**src/rtl/ifetch_buffer.sv**
```systemverilog
// ifetch_buffer: instruction fetch front-end between the PC generator, the
// icache and decode. Issues word-aligned fetch requests under a credit scheme
// so that every in-flight response is guaranteed a FIFO slot. Returned words
// are queued with their PC. A redirect flushes the FIFO, restarts fetch at
// the new PC, and discards responses still in flight from the old path.
//
// Ports:
//   clk_i, rst_ni                 clock, synchronous active-low reset
//   redirect_valid_i/_pc_i        branch/exception redirect and its target
//   icache_req_valid_o/_addr_o    fetch request (valid/ready with _ready_i)
//   icache_rsp_valid_i/_data_i    in-order instruction word returns
//   dec_valid_o/_instr_o/_pc_o    FIFO head presented to decode
//   dec_ready_i                   decode consumes the head
//   protocol_err_o                sticky: a response arrived with none owed
module ifetch_buffer #(
  parameter int          DEPTH           = 4,
  parameter int          MAX_OUTSTANDING = 2,
  parameter logic [31:0] RESET_PC        = 32'h0000_0000
) (
  input  logic        clk_i,
  input  logic        rst_ni,
  input  logic        redirect_valid_i,
  input  logic [31:0] redirect_pc_i,
  output logic        icache_req_valid_o,
  output logic [31:0] icache_req_addr_o,
  input  logic        icache_req_ready_i,
  input  logic        icache_rsp_valid_i,
  input  logic [31:0] icache_rsp_data_i,
  output logic        dec_valid_o,
  output logic [31:0] dec_instr_o,
  output logic [31:0] dec_pc_o,
  input  logic        dec_ready_i,
  output logic        protocol_err_o
);

  localparam int PW = $clog2(DEPTH);
  localparam int CW = PW + 1;
  localparam logic [CW:0]   DEPTH_L = (CW+1)'(DEPTH);
  localparam logic [CW-1:0] MAX_L   = CW'(MAX_OUTSTANDING);

  logic [31:0]   fetch_pc;
  logic [31:0]   resp_pc;
  logic [CW-1:0] count;
  logic [CW-1:0] outstanding;
  logic [CW-1:0] outstanding_nxt;
  logic [CW-1:0] discard_cnt;
  logic [PW-1:0] wptr;
  logic [PW-1:0] rptr;
  logic [31:0]   mem_instr [DEPTH];
  logic [31:0]   mem_pc    [DEPTH];
  logic          perr;

  logic          accept;
  logic          rsp_ok;
  logic          push;
  logic          drop;
  logic          pop;
  logic [CW:0]   credit_sum;
  logic [31:0]   redirect_aligned;

  always_comb begin
    redirect_aligned = {redirect_pc_i[31:2], 2'b00};
    credit_sum       = {1'b0, count} + {1'b0, outstanding};

    // Reserving a FIFO slot for every in-flight request means a response can
    // always be pushed, so there is no response backpressure path.
    icache_req_valid_o = rst_ni && !redirect_valid_i
                         && (outstanding < MAX_L) && (credit_sum < DEPTH_L);
    icache_req_addr_o  = {fetch_pc[31:2], 2'b00};
    accept             = icache_req_valid_o && icache_req_ready_i;

    // A response is legitimate if something was owed, counting a request
    // accepted in this same cycle (zero-latency hit).
    rsp_ok = icache_rsp_valid_i && ((outstanding != '0) || accept);
    push   = rsp_ok && !redirect_valid_i && (discard_cnt == '0);
    drop   = rsp_ok && !redirect_valid_i && (discard_cnt != '0);

    outstanding_nxt = outstanding + CW'(accept) - CW'(rsp_ok);

    dec_valid_o = rst_ni && (count != '0) && !redirect_valid_i;
    pop         = dec_valid_o && dec_ready_i;
    dec_instr_o = (count != '0) ? mem_instr[rptr] : 32'h0;
    dec_pc_o    = (count != '0) ? mem_pc[rptr]    : 32'h0;

    protocol_err_o = perr;
  end

  always_ff @(posedge clk_i) begin
    if (!rst_ni) begin
      fetch_pc    <= {RESET_PC[31:2], 2'b00};
      resp_pc     <= {RESET_PC[31:2], 2'b00};
      count       <= '0;
      outstanding <= '0;
      discard_cnt <= '0;
      wptr        <= '0;
      rptr        <= '0;
      perr        <= 1'b0;
    end else begin
      if (icache_rsp_valid_i && !rsp_ok) perr <= 1'b1;
      outstanding <= outstanding_nxt;
      if (redirect_valid_i) begin
        // Everything still owed after this cycle belongs to the old path.
        count       <= '0;
        wptr        <= '0;
        rptr        <= '0;
        fetch_pc    <= redirect_aligned;
        resp_pc     <= redirect_aligned;
        discard_cnt <= outstanding_nxt;
      end else begin
        if (accept) fetch_pc <= fetch_pc + 32'd4;
        if (push) begin
          wptr    <= wptr + PW'(1);
          resp_pc <= resp_pc + 32'd4;
        end
        if (drop) discard_cnt <= discard_cnt - CW'(1);
        if (pop)  rptr        <= rptr + PW'(1);
        count <= count + CW'(push) - CW'(pop);
      end
    end
  end

  always_ff @(posedge clk_i) begin
    if (push) begin
      mem_instr[wptr] <= icache_rsp_data_i;
      mem_pc[wptr]    <= resp_pc;
    end
  end

endmodule

```
**config.mk**
```make
export PLATFORM = sky130hd
export DESIGN_NAME = ifetch_buffer
export DESIGN_NICKNAME = d
export VERILOG_FILES = /design/src/rtl/ifetch_buffer.sv
export SDC_FILE = /design/constraint.sdc
export NUM_CORES = 1
export LEC_CHECK = 0
export ABC_AREA = 0
export CAP_MARGIN = 20
export CORE_ASPECT_RATIO = 0.7
export CORE_MARGIN = 2
export CORE_UTILIZATION = 50
export DETAILED_ROUTE_END_ITERATION = 12
export GPL_ROUTABILITY_DRIVEN = 0
export PLACE_DENSITY_LB_ADDON = 0.12
export SYNTH_ARGS = -nofsm -noshare
export SYNTH_HDL_FRONTEND = slang
export SYNTH_SLANG_ARGS = --single-unit
export TNS_END_PERCENT = 20
```
**constraint.sdc**
```tcl
create_clock -name clk_i -period 4.3 [get_ports clk_i]
set_clock_uncertainty 0.05 [all_clocks]
set_input_delay 0.86 -clock clk_i [delete_from_list [all_inputs] [get_ports clk_i]]
set_output_delay 0.86 -clock clk_i [all_outputs]
set_load 0.05 [all_outputs]
```
# == Word-level counts from Yosys, hierarchy flattened ==
# Memories as Yosys holds them, arrays and structs flattened. A register that Yosys moved wholly into a read port is not among the register bits.
# Cells that the tools add are included.
# classes
n_addsub,10
mul,0
n_div,0
n_lt_le_gt_ge,2
eq_ne,0
n_shift,0
n_mux,14
n_bitwise,1
reduce_logical,23
# ops
operator,n
2-to-1 mux 32 bit,6
adder 32 x 3 -> 32 bit (second input constant),2
logical AND 1 bit,12
nonzero test 3 bit,3
2-to-1 mux 2 bit,4
adder 3 x 1 -> 3 bit,2
2-to-1 mux 3 bit,2
nonzero test 2 bit,3
subtractor 3 x 1 -> 3 bit,2
adder 2 x 1 -> 2 bit (second input constant),2
adder 3 x 3 -> 4 bit,1
< comparator 4 x 3 -> 1 bit (second input constant),1
zero test 3 bit,1
< comparator 3 x 2 -> 1 bit (second input constant),1
subtractor 3 x 1 -> 3 bit (second input constant),1
zero test 1 bit,2
2-to-1 mux 1 bit,2
OR reduction 2 bit,1
logical OR 1 bit,1
inverter 1 bit,1
# word_totals
regBits,78
latchBits,0
ram_bits,256
rom_bits,0
inputBits,70
n_memories,2
# mem_list
name,depth,word_bits,rd,rd_clocked_by_memory_dff,write_ports,line_no,rtl
mem_instr,4,32,1,1,1,49,logic [31:0] mem_instr [DEPTH];
mem_pc,4,32,1,1,1,50,logic [31:0] mem_pc [DEPTH];

# == Depth between registers and ports, before layout ==
# depth
word_depth,11
mapped_depth,15

# == Least setup slack after synthesis ==
# OpenSTA, ideal clock, no wires.
# synth_timing
path_type,in2reg
start,input redirect_valid_i
end,memory mem_instr[1][0] (enable)
setup_ps,426
arrival_time_ps,3793
setup_slack_ps,31
cell_stages,6
path_buffers,1
cell_sequence,clkbuf_1 nor2b_1 and4_1 clkinv_1 a211oi_1 and2_1
# synth_via
elab_chain_len,11
# synth_rtl
item,line_no,rtl
"start, declared",22,"input logic redirect_valid_i,"
zero test 1 bit (*),"67, 75",
logical AND 1 bit,67,icache_req_valid_o = rst_ni && !redirect_valid_i
logical AND 1 bit (2 in series),68,&& (outstanding < MAX_L) && (credit_sum < DEPTH_L);
logical AND 1 bit,70,accept = icache_req_valid_o && icache_req_ready_i;
logical OR 1 bit,74,rsp_ok = icache_rsp_valid_i && ((outstanding != '0) || accept);
logical AND 1 bit,74,
logical AND 1 bit (*) (2 in series),75,push = rsp_ok && !redirect_valid_i && (discard_cnt == '0);
2-to-1 mux 1 bit (*),123,if (push) begin
2-to-1 mux 1 bit (implied by the code) (*),124,mem_instr[wptr] <= icache_rsp_data_i;
"end, declared",49,
# Every way passes the cells marked *; elsewhere a longest branch is shown, timed or not.

==> results.yml <==
outcome:
  status: "completed"
yosys:
  synth-seq-cells: 324
  synth.yosys.seq_area_share_pct: 65.85
  postSynthAreaPerCell_um2: 14.82
  async_flop_share_pct: 0
  synth_edf_count: 248
  synth_top_area_share_pct: 54.68
  synth_cell_types: 59
  yosys.area.top_type: "edfxtp_1"
  synth_area_um2: 13620
  synth-main-ff-cell: "edfxtp_1"
  ys_top_cells_by_area: "edfxtp_1 (55%), dfxtp_1 (11%), mux4_2 (10%), nor2b_1 (3.0%), xnor2_1 (2.4%)"
  synthCells: 919
  yosysWarnings: 0
worst_setup_path:
  critPathKind: "reg -> out"
  crit_chain: "buf_4 > mux4_2 > nor2b_1 > clkdlybuf4s50_1"
  cp.arrival_ns: 2.86
  path_max_fanout: 15
  worst-path-buf-inv: 2
  endpoint_kind: "output port"
  r2r_cells: 14
  crit_slowest_cell: "clkdlybuf4s50_1"
  crit_family: "buffers and inverters"
  cp.depth: 4
  cp.required_ns: 3.39
  max_stage_delay_ns: 0.75
  worst_setup_path_start_kind: "register"
sta:
  worst_slack_ns: 0.5289
  fmax_mhz: 265.2
  relSlewSlack_pct: 34.49
  drv_slew: 0
  finalHoldViolCount: 0
  grt_setup_unrepaired: "no"
  period_minus_slack_ns: 3.771
  period_share_pct: 87.70
  setup_tns_ns: 0
  worst_slew_pin_slew_ns: 0.9737
  holdWs_ns: 0.4731
  setup_viol: 0
placement:
  io_buffers: 162
  post-place-ws_ns: 0.4660
  placed_area_um2: 15810
  dp_hpwl_mm: 19.35
  place_inst: 1412
floorplan:
  dieArea_um2: 28600
  rows: 50
  start_util_pct: 50.87
  ios: 169
  fp.dieH_um: 142.1
  die_w_um: 201.3
  coreArea_um2: 26780
final_layout:
  mostFrequentLayoutCell: "edfxtp_1"
  fill_cells: 2070
  drive_gt1_share_pct: 13.38
  multi_input_area_um2: 4347
  finish.utilization_pct: 62.60
  mostFrequentLayoutCells: "edfxtp_1 (248), clkdlybuf4s50_1 (160), dfxtp_1 (74)"
  finalNonFillerCells: 1470
  nNetsFinal: 1168
  diodes: 0
  areaGrowthSynthToFinish_pct: 23.07
  stdcell_area_um2: 16760
  register_area_um2: 8974
drt:
  firstDrtPassIters: 5
  post_drt_wl_per_cell_um: 20.12
  routed_wl_mm: 29.57
  drc_errors: 0
  vias: 8373
  viasPerCell: 5.696
  drt-initial-drc-count: 529
  postRouteAntennaNets: 0
cts:
  post-cts-setup-buffers: 0
  cts_resized: 0
  htree_levels: 1
  clk_latency_ns: 0.55
  cts.sinks: 324
  hold_buffers: 0
  cts_max_path_buffers: 3
  clk_pin_slew_ns: 0.06
  cts_tree: "done"
  cts-root-buf: "clkbuf_16"
  numCtsBuffers: 31
run:
  maxCapViolCount: 0
power:
  power_density_nw_per_um2: 433.0
  vdd_ir_drop_max_mv: 0.2801
  finalPower_mw: 7.259
  p_leak_nw: 5.237
global_routing:
  grt-ovfl-total: 0
  gr-usage-all-layers_pct: 20.68
  antenna_found_initial: 0
  grt_max_degree: 65
  grt_pass1_vias: 8118
  grt_pass1_wl_mm: 46.37
worst_hold_path:
  whs_path_depth: 2
  hp-class: "reg -> reg"
[worst reg2reg max path, cell delays in order (launching register included)]
cell and delay, ns:
dfxtp_1 0.40, ha_1 0.25, nor4b_1 0.35, and4_1 0.29
clkinv_1 0.14, a211oi_1 0.36, inv_1 0.10, ha_1 0.29
inv_1 0.06, ha_1 0.12, inv_1 0.05, fa_1 0.37
xor2_1 0.16, xnor2_1 0.16, nor2_1 0.06
[synth_stat cells, types with 2 or more instances]
library cell and number:
and3_1 7, ha_1 15, nand3b_1 2, o31a_1 2, and2_1 12, xor2_1 6
edfxtp_1 248, clkbuf_1 45, xnor2_1 38, o21ai_0 41, o211ai_1 2, nor4_1 8
or4_1 5, buf_1 9, a311oi_1 2, nor4b_1 2, nand2_1 31, nand3_1 25
a2111oi_0 10, nand4_1 18, and4_1 7, nor2_1 21, nor2b_1 65, nand2b_1 2
o41ai_1 2, fa_1 2, mux4_2 62, inv_1 24, dfxtp_1 76, nor3_1 11
a21oi_1 55, a22o_1 2, mux2i_1 4, a32oi_1 2, a31oi_1 13, buf_4 4
a211oi_1 17
[path summary, 6_finish.rpt]
path | from | to | slack [ns]
setup reg to reg | count[2] | count[2] | 1.00
setup / recovery | register | dec_pc_o[2] | 0.53
hold / removal | fetch_pc[22] | fetch_pc[22] | 0.47
hold reg to reg | fetch_pc[22] | fetch_pc[22] | 0.47
[registers in the layout, indices dropped and copies added, names as in the netlist, named ones only]
signal / cells
mem_instr: 128
mem_pc: 120
fetch_pc: 30
resp_pc: 30
count: 3
discard_cnt: 3
outstanding: 3
rptr: 2
wptr: 2
protocol_err_o: 1
[cells by family (layout without fill, tap and decap cells)]
group	after synthesis	count (layout)	synth area share [%]
other	1	4	0.02753
DFF	324	324	65.85
adders and majority gates	17	17	1.672
muxes	67	67	10.63
AOI/OAI and AO/OA	158	158	7.073
xor gates and xnor gates	44	44	2.829
buffers and inverters	84	268	2.434
and+or+nand+nor	224	224	9.489
[final cells by class]
type	count	share of cell area, %
clock buffer	40	4.949
clock inverter	18	0.7390
inverter	25	0.5598
multi-input combinational	514	25.93
sequential	324	53.53
tap	364	2.717
timing repair buffer	185	11.57
[power breakdown]
group	internal [mW]	total, mW	switching, mW	leakage, nW
Combinational	0.420	1.07	0.649	1.89
Clock	1.42	2.53	1.11	0.464
Sequential	3.54	3.66	0.120	2.88
[layer usage]
| layer | wire length [µm] | vias to the layer above | GRT usage (%) |
|---|---|---|---|
| met5 | 0 | - | 0 |
| met4 | 351 | 0 | 3.522 |
| met3 | 1912 | 29 | 3.022 |
| met2 | 12910 | 293 | 31.03 |
| met1 | 14400 | 4162 | 32.62 |
| li1 | - | 3889 | - |
(Power assumes the default switching activity.)
